### src/rtl/apb_master_bridge.sv
// apb_master_bridge: turns a valid/ready command stream into single APB4 master
// transfers towards one of two slaves, and returns read data / error status on
// a valid/ready response channel. A wait counter aborts ACCESS phases that a
// stalled slave never completes.
module apb_master_bridge #(
  parameter int unsigned TIMEOUT = 16,
  parameter int unsigned AW      = 20,
  parameter int unsigned DW      = 16
) (
  input  logic              clk,
  input  logic              reset,
  // command channel
  input  logic              cmd_valid,
  output logic              cmd_ready,
  input  logic              cmd_sel,
  input  logic              cmd_write,
  input  logic [AW-1:0]     cmd_addr,
  input  logic [DW-1:0]     cmd_wdata,
  input  logic [DW/8-1:0]   cmd_strb,
  // response channel
  output logic              rsp_valid,
  input  logic              rsp_ready,
  output logic [DW-1:0]     rsp_rdata,
  output logic              rsp_err,
  output logic              rsp_timeout,
  // APB4 master side
  output logic [1:0]        psel,
  output logic              penable,
  output logic [AW-1:0]     paddr,
  output logic [DW-1:0]     pwdata,
  output logic              pwrite,
  output logic [DW/8-1:0]   pstrb,
  input  logic [DW-1:0]     prdata,
  input  logic              pready,
  input  logic              pslverr
);

  localparam int unsigned SW = DW / 8;
  // Wait counter wide enough to hold TIMEOUT; kept 1 bit when the timeout is off.
  localparam int unsigned CW = (TIMEOUT == 0) ? 1 : $clog2(TIMEOUT + 1);
  // The abort fires on the edge where a further low pready would make the
  // count reach TIMEOUT, i.e. after TIMEOUT ACCESS cycles with pready low.
  localparam logic [CW-1:0] CNT_LAST = CW'((TIMEOUT == 0) ? 0 : TIMEOUT - 1);

  typedef enum logic [1:0] {
    IDLE   = 2'd0,
    SETUP  = 2'd1,
    ACCESS = 2'd2,
    RESP   = 2'd3
  } state_t;

  state_t            state_q;
  logic [CW-1:0]     cnt_q;
  logic [CW-1:0]     cnt_d;
  logic              tmo_hit;

  logic              cmd_ready_q;
  logic [1:0]        psel_q;
  logic              penable_q;
  logic [AW-1:0]     paddr_q;
  logic [DW-1:0]     pwdata_q;
  logic              pwrite_q;
  logic [SW-1:0]     pstrb_q;
  logic              rsp_valid_q;
  logic [DW-1:0]     rsp_rdata_q;
  logic              rsp_err_q;
  logic              rsp_timeout_q;

  // Next wait count and timeout detection for the current ACCESS cycle.
  always_comb begin
    cnt_d   = cnt_q;
    tmo_hit = 1'b0;
    if (TIMEOUT != 0) begin
      cnt_d   = cnt_q + CW'(1);
      tmo_hit = (cnt_q == CNT_LAST);
    end
  end

  // Transfer FSM; every interface output is a register updated here.
  always_ff @(posedge clk) begin
    if (reset) begin
      state_q       <= IDLE;
      cnt_q         <= '0;
      cmd_ready_q   <= 1'b1;
      psel_q        <= 2'b00;
      penable_q     <= 1'b0;
      paddr_q       <= '0;
      pwdata_q      <= '0;
      pwrite_q      <= 1'b0;
      pstrb_q       <= '0;
      rsp_valid_q   <= 1'b0;
      rsp_rdata_q   <= '0;
      rsp_err_q     <= 1'b0;
      rsp_timeout_q <= 1'b0;
    end else begin
      case (state_q)
        IDLE: begin
          // cmd_ready is high throughout IDLE, so valid alone means accept.
          if (cmd_valid) begin
            state_q     <= SETUP;
            cmd_ready_q <= 1'b0;
            cnt_q       <= '0;
            psel_q      <= cmd_sel ? 2'b10 : 2'b01;
            penable_q   <= 1'b0;
            paddr_q     <= cmd_addr;
            pwdata_q    <= cmd_wdata;
            pwrite_q    <= cmd_write;
            // Reads never carry strobes on APB4.
            pstrb_q     <= cmd_write ? cmd_strb : '0;
          end
        end

        SETUP: begin
          state_q   <= ACCESS;
          penable_q <= 1'b1;
        end

        ACCESS: begin
          if (pready) begin
            // Completion wins even on the cycle the timeout would expire.
            state_q       <= RESP;
            psel_q        <= 2'b00;
            penable_q     <= 1'b0;
            rsp_valid_q   <= 1'b1;
            rsp_rdata_q   <= pwrite_q ? '0 : prdata;
            rsp_err_q     <= pslverr;
            rsp_timeout_q <= 1'b0;
          end else if (tmo_hit) begin
            state_q       <= RESP;
            psel_q        <= 2'b00;
            penable_q     <= 1'b0;
            rsp_valid_q   <= 1'b1;
            rsp_rdata_q   <= '0;
            rsp_err_q     <= 1'b1;
            rsp_timeout_q <= 1'b1;
          end else begin
            cnt_q <= cnt_d;
          end
        end

        RESP: begin
          // Response fields hold until consumed; one IDLE cycle always follows.
          if (rsp_ready) begin
            state_q     <= IDLE;
            rsp_valid_q <= 1'b0;
            cmd_ready_q <= 1'b1;
          end
        end

        default: begin
          state_q <= IDLE;
        end
      endcase
    end
  end

  assign cmd_ready   = cmd_ready_q;
  assign psel        = psel_q;
  assign penable     = penable_q;
  assign paddr       = paddr_q;
  assign pwdata      = pwdata_q;
  assign pwrite      = pwrite_q;
  assign pstrb       = pstrb_q;
  assign rsp_valid   = rsp_valid_q;
  assign rsp_rdata   = rsp_rdata_q;
  assign rsp_err     = rsp_err_q;
  assign rsp_timeout = rsp_timeout_q;

endmodule

### config.mk
export PLATFORM = sky130hd
export DESIGN_NAME = apb_master_bridge
export DESIGN_NICKNAME = d
export VERILOG_FILES = /design/src/rtl/apb_master_bridge.sv
export SDC_FILE = /design/constraint.sdc
export NUM_CORES = 1
export LEC_CHECK = 0
export CORE_MARGIN = 5
export CORE_UTILIZATION = 43
export CTS_CLUSTER_DIAMETER = 120
export CTS_CLUSTER_SIZE = 16
export DETAILED_ROUTE_END_ITERATION = 8
export PLACE_DENSITY = 0.84
export SYNTH_ARGS = -nofsm -noshare
export SYNTH_HDL_FRONTEND = slang
export SYNTH_SLANG_ARGS = --single-unit
### constraint.sdc
create_clock -name clk -period 2.8 [get_ports clk]
set_input_delay 0.56 -clock clk [delete_from_list [all_inputs] [get_ports clk]]
set_output_delay 0.56 -clock clk [all_outputs]
set_load 0.05 [all_outputs]
# Word level (Yosys, flattened, before mapping)
# Cells that the tools add are included.
[op_classes] addsub=1 n_mul=0 div_mod_pow=0 n_lt_le_gt_ge=0 n_eq_ne=9 shift=0 mux=30 bitwise_logic=0 reduce_logical=14
[ops] cell="$mux W16" count=3
[ops] cell="$mux W2" count=9
[ops] cell="$mux W5" count=3
[ops] cell="$reduce_and A3 Y1" count=5
[ops] cell="$pmux W5 S2" count=1
[ops] cell="$mux W1" count=9
[ops] cell="$ne A2 B2 Y1 const B" count=4
[ops] cell="$pmux W2 S4" count=1
[ops] cell="$reduce_bool A2 Y1" count=4
[ops] cell="$add A5 B1 Y5 const B" count=1
[ops] cell="$eq A5 B4 Y1 const B" count=1
[ops] cell="$eq A2 B2 Y1 const B" count=2
[ops] cell="$pmux W1 S2" count=2
[ops] cell="$pmux W2 S2" count=1
[ops] cell="$reduce_and A2 Y1" count=2
[ops] cell="$reduce_and A4 Y1" count=1
[ops] cell="$ne A3 B3 Y1 const B" count=1
[ops] cell="$pmux W1 S3" count=1
[ops] cell="$reduce_bool A3 Y1" count=1
[ops] cell="$eq A2 B1 Y1 const B" count=1
[ops] cell="$logic_not A2 Y1" count=1
[totals] reg_bits=69 latchBits=0 ramBits=0 rom_bits=0 in_bits=62 elab_cells=67 n_memories=0

# Longest topological paths before layout
# Gate-level depths: netlist of run 1.
[logic_depth] depth_word=4 ltp_mapped=7 ltp_nobuf=6

# Worst setup path after synthesis of run 1
# No wires, ideal clock.
[synth_path] path_kind="register to register" from="register cnt_q[0]" to="register cnt_q[3]" setup_ns=0.070 arrival_time_ns=1.753 t_required_ns=2.730 setup_slack_ns=0.977 stages_incl_launch_ff=7 n_path_buf=0 path_cell_list="dfxtp_1 -> ha_1 -> and3_1 -> ha_1 -> o21a_2 -> or4_1 -> a21oi_1"
[synth_via] elab_chain_len=4 word_cells_on_any_way=7
[synth_rtl] element="start, declared" line="53" source="logic [CW-1:0] cnt_q;"
[synth_rtl] element="start signal, assigned" line="137" source="cnt_q <= cnt_d;"
[synth_rtl] element="$add A5 B1 Y5" line="74" source="cnt_d = cnt_q + CW'(1);"
[synth_rtl] element="$mux W5" line="128" source="end else if (tmo_hit) begin"
[synth_rtl] element="$mux W5" line="119" source="if (pready) begin"
[synth_rtl] element="$pmux W5 S2" line="96" source="case (state_q)"
# Parallel ways exist; a longest one is shown, timed or not. The select of a mux whose other input is x is not followed.
# A chain may end at the register's enable or synchronous reset.

# Worst setup path after layout of run 1
[layout_path] from="register pwrite_q (netlist: pwrite)" to="output pwrite"
[layout_rtl] element="start, declared" line="62" source="logic pwrite_q;"
[layout_rtl] element="start signal, assigned" line="107" source="pwrite_q <= cmd_write;"
[layout_rtl] element="end, declared" line="31" source="output logic pwrite,"
# No word-level cell between the ends.

==> results of run 1 <==
==> cell usage in the layout (no fill, tap or decap), types with 2 or more instances in the layout <==
master,count
o21bai_1,2
bufinv_16,4
or4_1,2
clkdlybuf4s50_1,122
mux2i_1,2
nor3_1,2
nor2_1,18
inv_1,6
dfxtp_1,69
a22oi_1,16
nand2_1,79
o21ai_0,7
a211oi_1,2
ha_1,6
clkbuf_8,10
buf_4,5
nand3_1,3
nand2b_1,3
a21oi_1,51
o31ai_1,2
==> cells by family after synthesis <==
kind of cell,synth area share
and+or+nand+nor,0.198
buffers and inverters,0.0431
adders and majority gates,0.0291
DFF,0.535
muxes,0.00775
AOI/OAI and AO/OA,0.187
==> power groups by stage <==
stage               Sequential, mW  Combinational [mW]  Clock [mW]
finish                        1.24                1.49        1.08
global route                  1.26                1.60        1.14
CTS                           1.24                1.50        1.10
detailed placement            1.26                1.49           0
global placement              1.25                1.47           0
floorplan                     1.74               0.521           0
==> metrics by stage <==
stage	cells	power [mW]	hold slack [ns]
floorplan	305	2.26	0.444
global placement	488	2.72	0.439
detailed placement	488	2.75	0.446
CTS	504	3.83	0.455
global route	504	3.99	0.480
finish	504	3.80	0.453
==> routing by layer <==
metal	vias up	track usage	wire length (um)	part of all wire
li1	1262	-	-	-
met1	1169	0.227	2910	0.40
met2	87	0.316	3570	0.49
met3	14	0.0587	638	0.088
met4	0	0.0781	120	0.017
met5	-	0	0	0
==> sequential cells by signal, indices dropped and copies added, names as in the netlist, 2 cells and up <==
| signal | cells |
|---|---|
| paddr | 20 |
| state_q | 2 |
| pwdata | 16 |
| cnt_q | 5 |
| rsp_rdata | 16 |
| psel | 2 |
| pstrb | 2 |
==> worst min-delay path by stage <==
| stage | start | endpoint | slack, ns | depth (start not counted) |
|---|---|---|---|---|
| after floorplan | cnt_q[3] | cnt_q[3] | 0.44 | 2 |
| after global placement | pstrb[0] | pstrb[0] | 0.44 | 2 |
| after global routing | paddr[16] | paddr[16] | 0.48 | 2 |
| final | pstrb[0] | pstrb[0] | 0.45 | 2 |
| after CTS | pwdata[0] | pwdata[0] | 0.46 | 2 |
| after detailed placement | pwdata[0] | pwdata[0] | 0.45 | 2 |
==> area by class of cell <==
type / instances / area, um^2 / share of cell area
Inverter: 6 / 22.5 / 0.00546
Multi-Input combinational cell: 210 / 1090 / 0.264
Sequential cell: 69 / 1380 / 0.335
Timing Repair Buffer: 128 / 1260 / 0.307
Clock inverter: 6 / 134 / 0.0325
Tap cell: 75 / 93.8 / 0.0228
Clock buffer: 10 / 138 / 0.0334
==> results.toml, run 1 <==
[global_route]
grt_pass1_vias = 2462
grt_max_degree = 28
grt-ovfl-total = 0
grt_pass1_wl_um = 11500
track_usage = 0.190
antenna_found_initial = 0

[synth]
syn_avg_cell_area_um2 = 8.47
yosys.area.top_type = "dfxtp_1"
yosysSeqAreaShare = 0.535
synth_edf_count = 0
synth_top_area_frac = 0.535
synth-main-ff-cell = "dfxtp_1"
synth_cell_type_count = 35
syn_nets = 373
yosys_warnings = 0
post-synth-top-count-cell = "nand2_1"
ys_ff_latch = 69
syn_inst = 305
yosys-top-cells-area = "dfxtp_1 53%, nand2_1 11%, a21oi_1 9.9%, a22oi_1 4.7%, ha_1 2.9%"
yosys-top-cells-count = "79 x nand2_1, 69 x dfxtp_1, 51 x a21oi_1"
synthArstFlopShare = 0
syn_area_mm2 = 0.00258

[setup_path]
critPathBufInv = 1
start_kind = "flip-flop"
r2r-start = "cnt_q[0]"
crit_required_ns = 2.24
crit_path_end = "pwrite"
path_class = "flip-flop to output pin"
crit_chain = "clkdlybuf4s50_1"
slowest_stage = "clkdlybuf4s50_1"
path_depth = 1
rrSetupSlack_ns = 0.76
arrival_ns = 1.52
end_kind = "output pin"
reg2reg_depth = 6
worst_path_largest_cell_delay_ns = 0.83
startpoint = "pwrite"
r2r-end = "cnt_q[1]"
critPathMaxFanout = 3
crit_family = "buffers and inverters"

[routing]
wl_um = 7240
vias = 2532
drtAntennaViolNets = 0
route.detailed.drc = 0
viasPerCell = 5.02
wl_per_cell_um = 14.4
first_iter_violations = 79
detail_route.first_pass.iterations = 4

[power]
p_switching_mw = 1.43
cellLeakagePower_nw = 1.54
p_clk_frac = 0.283
power_frac_seq = 0.325
p_int_mw = 2.37
switching_share = 0.377
vdd_drop_max_v = 0.000442
power_frac_comb = 0.391
p_per_area_mw_per_mm2 = 922

[layout]
fillers = 444
num-nets-final = 492
insertedDiodeCount = 0
layout-area-overhead-vs-synth_pct = 59.6
drive_gt1_frac = 0.0653
final_core_util = 0.700
final_cell_area_mm2 = 0.00412

[timing]
hold_violations = 0
setup_tns_ns = 0
finalMaxSlewViolations = 0
slew_headroom = 0.495
finalCritPeriodShare = 0.742
setup_viol = 0
period_minus_slack_ns = 2.08
postLayoutSetupSlackWorst_ns = 0.721
worstMarginPinSlew_ns = 0.758
clock_skew_ns = 0.00684
fmax_ghz = 0.481
grt_setup_unrepaired = "false"

[clocking]
postCtsSetupRepairBufs = 0
cts_resized = 0
cts_tree = "built"
clockRootBuffer = "clkbuf_8"
numCtsBuffers = 9
cts_max_level = 3
cts.clk_slew.worst_paths_ns = 0.07
cts_sinks = 69
clk_path_buf_depth = 2
clock_latency_ns = 0.33
cts_hold_buf = 0

[floorplanning]
start_util = 0.439
fp.dieW_um = 87.5
rows = 28
core-area_mm2 = 0.00589
io_pins = 124
die_area_mm2 = 0.00766
dieHeight_um = 87.5

[status]
outcome = "finished clean"

[placed_design]
gp_congestion = 0.746
post-place-ws_ns = 0.621
io_buffers = 123
dp_hpwl_um = 5100
placed_cell_area_mm2 = 0.00385

[worst_hold_path]
hold_path.class = "flip-flop to flip-flop"

[job]
drv_cap = 0
Note: power is estimated with default switching activity, not from simulation.
==> inputs of run 2 (changes only) <==
--- a/config.mk
+++ b/config.mk
@@ -6,11 +6,11 @@
 export NUM_CORES = 1
 export LEC_CHECK = 0
 export CORE_MARGIN = 5
-export CORE_UTILIZATION = 43
+export CORE_UTILIZATION = 40
 export CTS_CLUSTER_DIAMETER = 120
 export CTS_CLUSTER_SIZE = 16
 export DETAILED_ROUTE_END_ITERATION = 8
-export PLACE_DENSITY = 0.84
+export PLACE_DENSITY = 0.79
 export SYNTH_ARGS = -nofsm -noshare
 export SYNTH_HDL_FRONTEND = slang
 export SYNTH_SLANG_ARGS = --single-unit
==> constraint.sdc (replaced) <==
create_clock -name clk -period 2 [get_ports clk]
set_input_delay 0.4 -clock clk [delete_from_list [all_inputs] [get_ports clk]]
set_output_delay 0.4 -clock clk [all_outputs]
set_load 0.05 [all_outputs]
==> results.toml, run 2 (synthesis gave the netlist of run 1 again) <==
[layout]
largest_reg_flops = 20
mostFrequentLayoutCell = "clkdlybuf4s50_1"
drive_gt1_frac = 0.0783
num-nets-final = 497
final_cell_mix = "122 x clkdlybuf4s50_1, 79 x nand2_1, 69 x dfxtp_1, 51 x a21oi_1, 18 x nor2_1"
fin_cells = 511
layout-area-overhead-vs-synth_pct = 61.0
insertedDiodeCount = 0

[timing]
finalCritPeriodShare = 0.966
clock_skew_ns = 0.00886
grt_setup_unrepaired = "false"
setup_viol = 0
hold_violations = 0
period_minus_slack_ns = 1.93
finalMaxSlewViolations = 0
setup_tns_ns = 0
worstMarginPinSlew_ns = 0.529
fmax_ghz = 0.517
slew_headroom = 0.646

[placed_design]
io_buffers = 123
dp_hpwl_um = 5300
placed_cells = 495
gp_congestion = 0.843

[clocking]
cts_hold_buf = 0
cts_sinks = 69
postCtsSetupRepairBufs = 0
numCtsBuffers = 9
cts.clk_slew.worst_paths_ns = 0.07
cts_tree = "built"
clockRootBuffer = "clkbuf_8"
clk_path_buf_depth = 2
clock_latency_ns = 0.33
cts_max_level = 3

[setup_path]
path_depth = 6
crit_required_ns = 2.26
start_kind = "flip-flop"
critPathMaxFanout = 6
r2r-start = "cnt_q[0]"
crit_path_frequent_cell = "ha_1"
arrival_ns = 2.19
path_class = "flip-flop to flip-flop"
reg2reg_depth = 6
crit_chain = "ha_1 -> and3_1 -> ha_1 -> o21a_2 -> or4_1 -> a21oi_1"
end_kind = "flip-flop"
critPathBufInv = 0
crit_family = "simple AND/OR/NAND/NOR gates"
startpoint = "cnt_q[0]"
slowest_stage = "or4_1"
rrSetupSlack_ns = 0.07
worst_path_largest_cell_delay_ns = 0.50

[global_route]
met2_usage = 0.285
grt_pass1_wl_um = 11800
grtUsageMet3 = 0.0525
track_usage = 0.173
use_met1 = 0.202
antenna_found_initial = 0
grt-ovfl-total = 0
grt_pass1_vias = 2501
grt_max_degree = 32
grt.busiest_layer = "met2"

[floorplanning]
dieHeight_um = 90.4
start_util = 0.409
rows = 29
core-area_mm2 = 0.00631
io_pins = 124
die_area_mm2 = 0.00816
fp.dieW_um = 90.4

[worst_hold_path]
hold_depth = 2
hold_path.class = "flip-flop to flip-flop"
min-delay-start = "pstrb[1]"

[routing]
wl_per_cell_um = 14.0
viasPerCell = 4.93
first_iter_violations = 153
route.detailed.drc = 0
detail_route.first_pass.iterations = 4
vias = 2519
drtAntennaViolNets = 0
wl_um = 7150

[job]
drv_cap = 0

[power]
vdd_drop_max_v = 0.000709
cellLeakagePower_nw = 1.55
p_per_area_mw_per_mm2 = 1240

[status]
outcome = "finished clean"
## run 2: cell types whose count changed in the layout (fill, tap and decap cells not counted)
cell,before,now
and3b_1,1,0
and3b_2,1,2
buf_12,0,3
buf_4,5,7
bufinv_16,4,2
clkbuf_1,0,1
clkbuf_8,10,11
clkinv_2,1,2
clkinv_4,1,0
ha_1,6,5
ha_2,0,1
## run 2: report_power, final
group / switching (mW) / internal, mW
combinational: 1.37 / 0.810
clock: 0.495 / 0.767
sequential: 0.127 / 1.60
## run 2: per-layer routing
metal / share of wire / up-vias
li1: - / 1271
met1: 0.42 / 1159
met2: 0.49 / 74
met3: 0.070 / 15
met4: 0.025 / 0
met5: 0 / -
## run 2: worst paths after layout
kind | end
setup / recovery | cnt_q[3]
hold / removal | pstrb[1]
setup reg to reg | cnt_q[3]
hold reg to reg | pstrb[1]
## run 2: worst register-to-register path: stages (launching register included)
cell	delay (ns)
dfxtp_1	0.34
ha_1	0.22
and3_1	0.19
ha_1	0.23
o21a_2	0.25
or4_1	0.50
a21oi_1	0.15
## run 2: area by class of cell
| class | instances | area (um^2) |
|---|---|---|
| fill | 533 | 2160 |
| clock inverter | 4 | 70.1 |
| timing repair buffer | 133 | 1340 |
| tap | 77 | 96.3 |
| inverter | 6 | 22.5 |
| sequential | 69 | 1380 |
| clock buffer | 12 | 155 |
| multi-input combinational | 210 | 1090 |
## run 2: what timing repair did
action / 4_1_cts / 5_1_grt
hold endpoints to repair: 0 / 0
resized for setup: 0 / 2
endpoints found under the setup margin: 0 / 2
## run 2: stage by stage
stage                     hold slack (ns)  power, mW  utilization  setup WS [ns]  area (um^2)
final                               0.453       5.17        0.659         0.0673         4160
after global routing                0.477       5.46        0.659       0.000156         4160
after CTS                           0.455       5.22        0.658         0.0494         4150
after detailed placement            0.446       3.95        0.622         0.0603         3930
after global placement              0.439       3.91        0.622          0.109         3930
after floorplan                     0.444       3.17            -          0.177         2580
==> inputs of run 3 (changes only) <==
--- a/config.mk
+++ b/config.mk
@@ -6,11 +6,12 @@
 export NUM_CORES = 1
 export LEC_CHECK = 0
 export CORE_MARGIN = 5
-export CORE_UTILIZATION = 40
+export CORE_UTILIZATION = 50
 export CTS_CLUSTER_DIAMETER = 120
 export CTS_CLUSTER_SIZE = 16
 export DETAILED_ROUTE_END_ITERATION = 8
-export PLACE_DENSITY = 0.79
+export DONT_BUFFER_PORTS = 1
+export PLACE_DENSITY = 0.69
 export SYNTH_ARGS = -nofsm -noshare
 export SYNTH_HDL_FRONTEND = slang
 export SYNTH_SLANG_ARGS = --single-unit
==> results.toml, run 3 (synthesis gave the netlist of run 1 again) <==
[status]
outcome = "finished clean"

[floorplanning]
dieHeight_um = 81.9
fp.dieW_um = 81.9
rows = 26
die_area_mm2 = 0.00670
io_pins = 124
core-area_mm2 = 0.00507
start_util = 0.509

[setup_path]
start_kind = "flip-flop"
arrival_ns = 2.12
crit_chain = "ha_1 -> and3_1 -> ha_2 -> o21a_4 -> or4_1 -> a21oi_1"
critPathMaxFanout = 10
slowest_stage = "or4_1"
crit_family = "simple AND/OR/NAND/NOR gates"
crit_required_ns = 2.26
critPathBufInv = 0
worst_path_largest_cell_delay_ns = 0.50
path_class = "flip-flop to flip-flop"
end_kind = "flip-flop"

[power]
vdd_drop_max_v = 0.000799
p_total_mw = 4.44
cellLeakagePower_nw = 1.06
p_per_area_mw_per_mm2 = 1550

[global_route]
antenna_found_initial = 0
grt_pass1_vias = 1880
grt-ovfl-total = 0
grt_max_degree = 69
grt_pass1_wl_um = 9000
track_usage = 0.177

[layout]
insertedDiodeCount = 0
mostFrequentLayoutCell = "nand2_1"
register_area_mm2 = 0.00138
num-nets-final = 373
final_cell_mix = "79 x nand2_1, 69 x dfxtp_1, 51 x a21oi_1, 18 x nor2_1, 16 x a22oi_1"
multiInputGateArea_mm2 = 0.00110
largest_reg_flops = 20
final_core_util = 0.562
fillers = 496
layout-area-overhead-vs-synth_pct = 10.5
drive_gt1_frac = 0.0935

[clocking]
cts_sinks = 69
numCtsBuffers = 9
clock_latency_ns = 0.33
postCtsSetupRepairBufs = 0
cts.clk_slew.worst_paths_ns = 0.07
cts_max_level = 3
clk_path_buf_depth = 2
clockRootBuffer = "clkbuf_8"
cts_tree = "built"

[routing]
wl_per_cell_um = 15.8
vias = 2073
first_iter_violations = 75
detail_route.first_pass.iterations = 4
viasPerCell = 5.46
wl_um = 6000
drtAntennaViolNets = 0
route.detailed.drc = 0

[timing]
period_minus_slack_ns = 1.86
grt_setup_unrepaired = "false"
finalMaxSlewViolations = 0
slew_headroom = 0.543
setup_tns_ns = 0
fmax_ghz = 0.538
setup_viol = 0
clock_skew_ns = 0.00438
worstMarginPinSlew_ns = 0.666
finalCritPeriodShare = 0.930
hold_violations = 0

[worst_hold_path]
hold_path.class = "input port to flip-flop"

[job]
drv_cap = 0

[placed_design]
io_buffers = 0
dp_hpwl_um = 4190
gp_congestion = 0.714
run 3: worst reg2reg max path, stage by stage (launching register included):
cell	delay (ns)
dfxtp_1	0.33
ha_1	0.21
and3_1	0.18
ha_2	0.20
o21a_4	0.23
or4_1	0.50
a21oi_1	0.14
run 3: report_power, final:
group | total (mW) | internal [mW] | leakage, nW | switching (mW)
registers | 2.45 | 1.60 | 0.563 | 0.842
clock network | 1.06 | 0.576 | 0.0943 | 0.484
logic | 0.931 | 0.371 | 0.406 | 0.561
total | 4.44 | 2.55 | 1.06 | 1.89
run 3: metal layers:
layer,GRT usage,share of wire,vias up
li1,-,-,1031
met1,0.212,0.42,961
met2,0.267,0.48,74
met3,0.0811,0.085,7
met4,0.0847,0.012,0
met5,0,0,-
run 3: per-stage QoR:
stage | hold WS (ns) | instance area [um^2] | setup WS [ns] | instances
after floorplan | 0.444 | 2580 | 0.177 | 305
after global placement | 0.466 | 2660 | 0.105 | 364
after detailed placement | 0.473 | 2660 | 0.0937 | 364
after CTS | 0.118 | 2850 | 0.0707 | 380
after global routing | 0.107 | 2850 | 0.000603 | 380
final | 0.137 | 2850 | 0.140 | 380
run 3: layout make-up:
type | instances | area share
multi-input cells | 210 | 0.385
well taps | 70 | 0.0307
inverters | 6 | 0.00789
clock buffers | 12 | 0.0473
clock inverters | 4 | 0.0171
flip-flops and latches | 69 | 0.484
repair buffers | 9 | 0.0281
run 3: timing repair:
item,in CTS,in global routing
hold buffers,0,0
setup endpoints to repair,0,2
gates resized for setup,0,2
run 3: final timing paths:
check	start	end	slack (ns)	cells after the start
min	reset	psel[1]	0.14	1
max reg2reg	cnt_q[0]	cnt_q[3]	0.14	6
max	cnt_q[0]	cnt_q[3]	0.14	6
min reg2reg	cnt_q[3]	cnt_q[3]	0.48	2
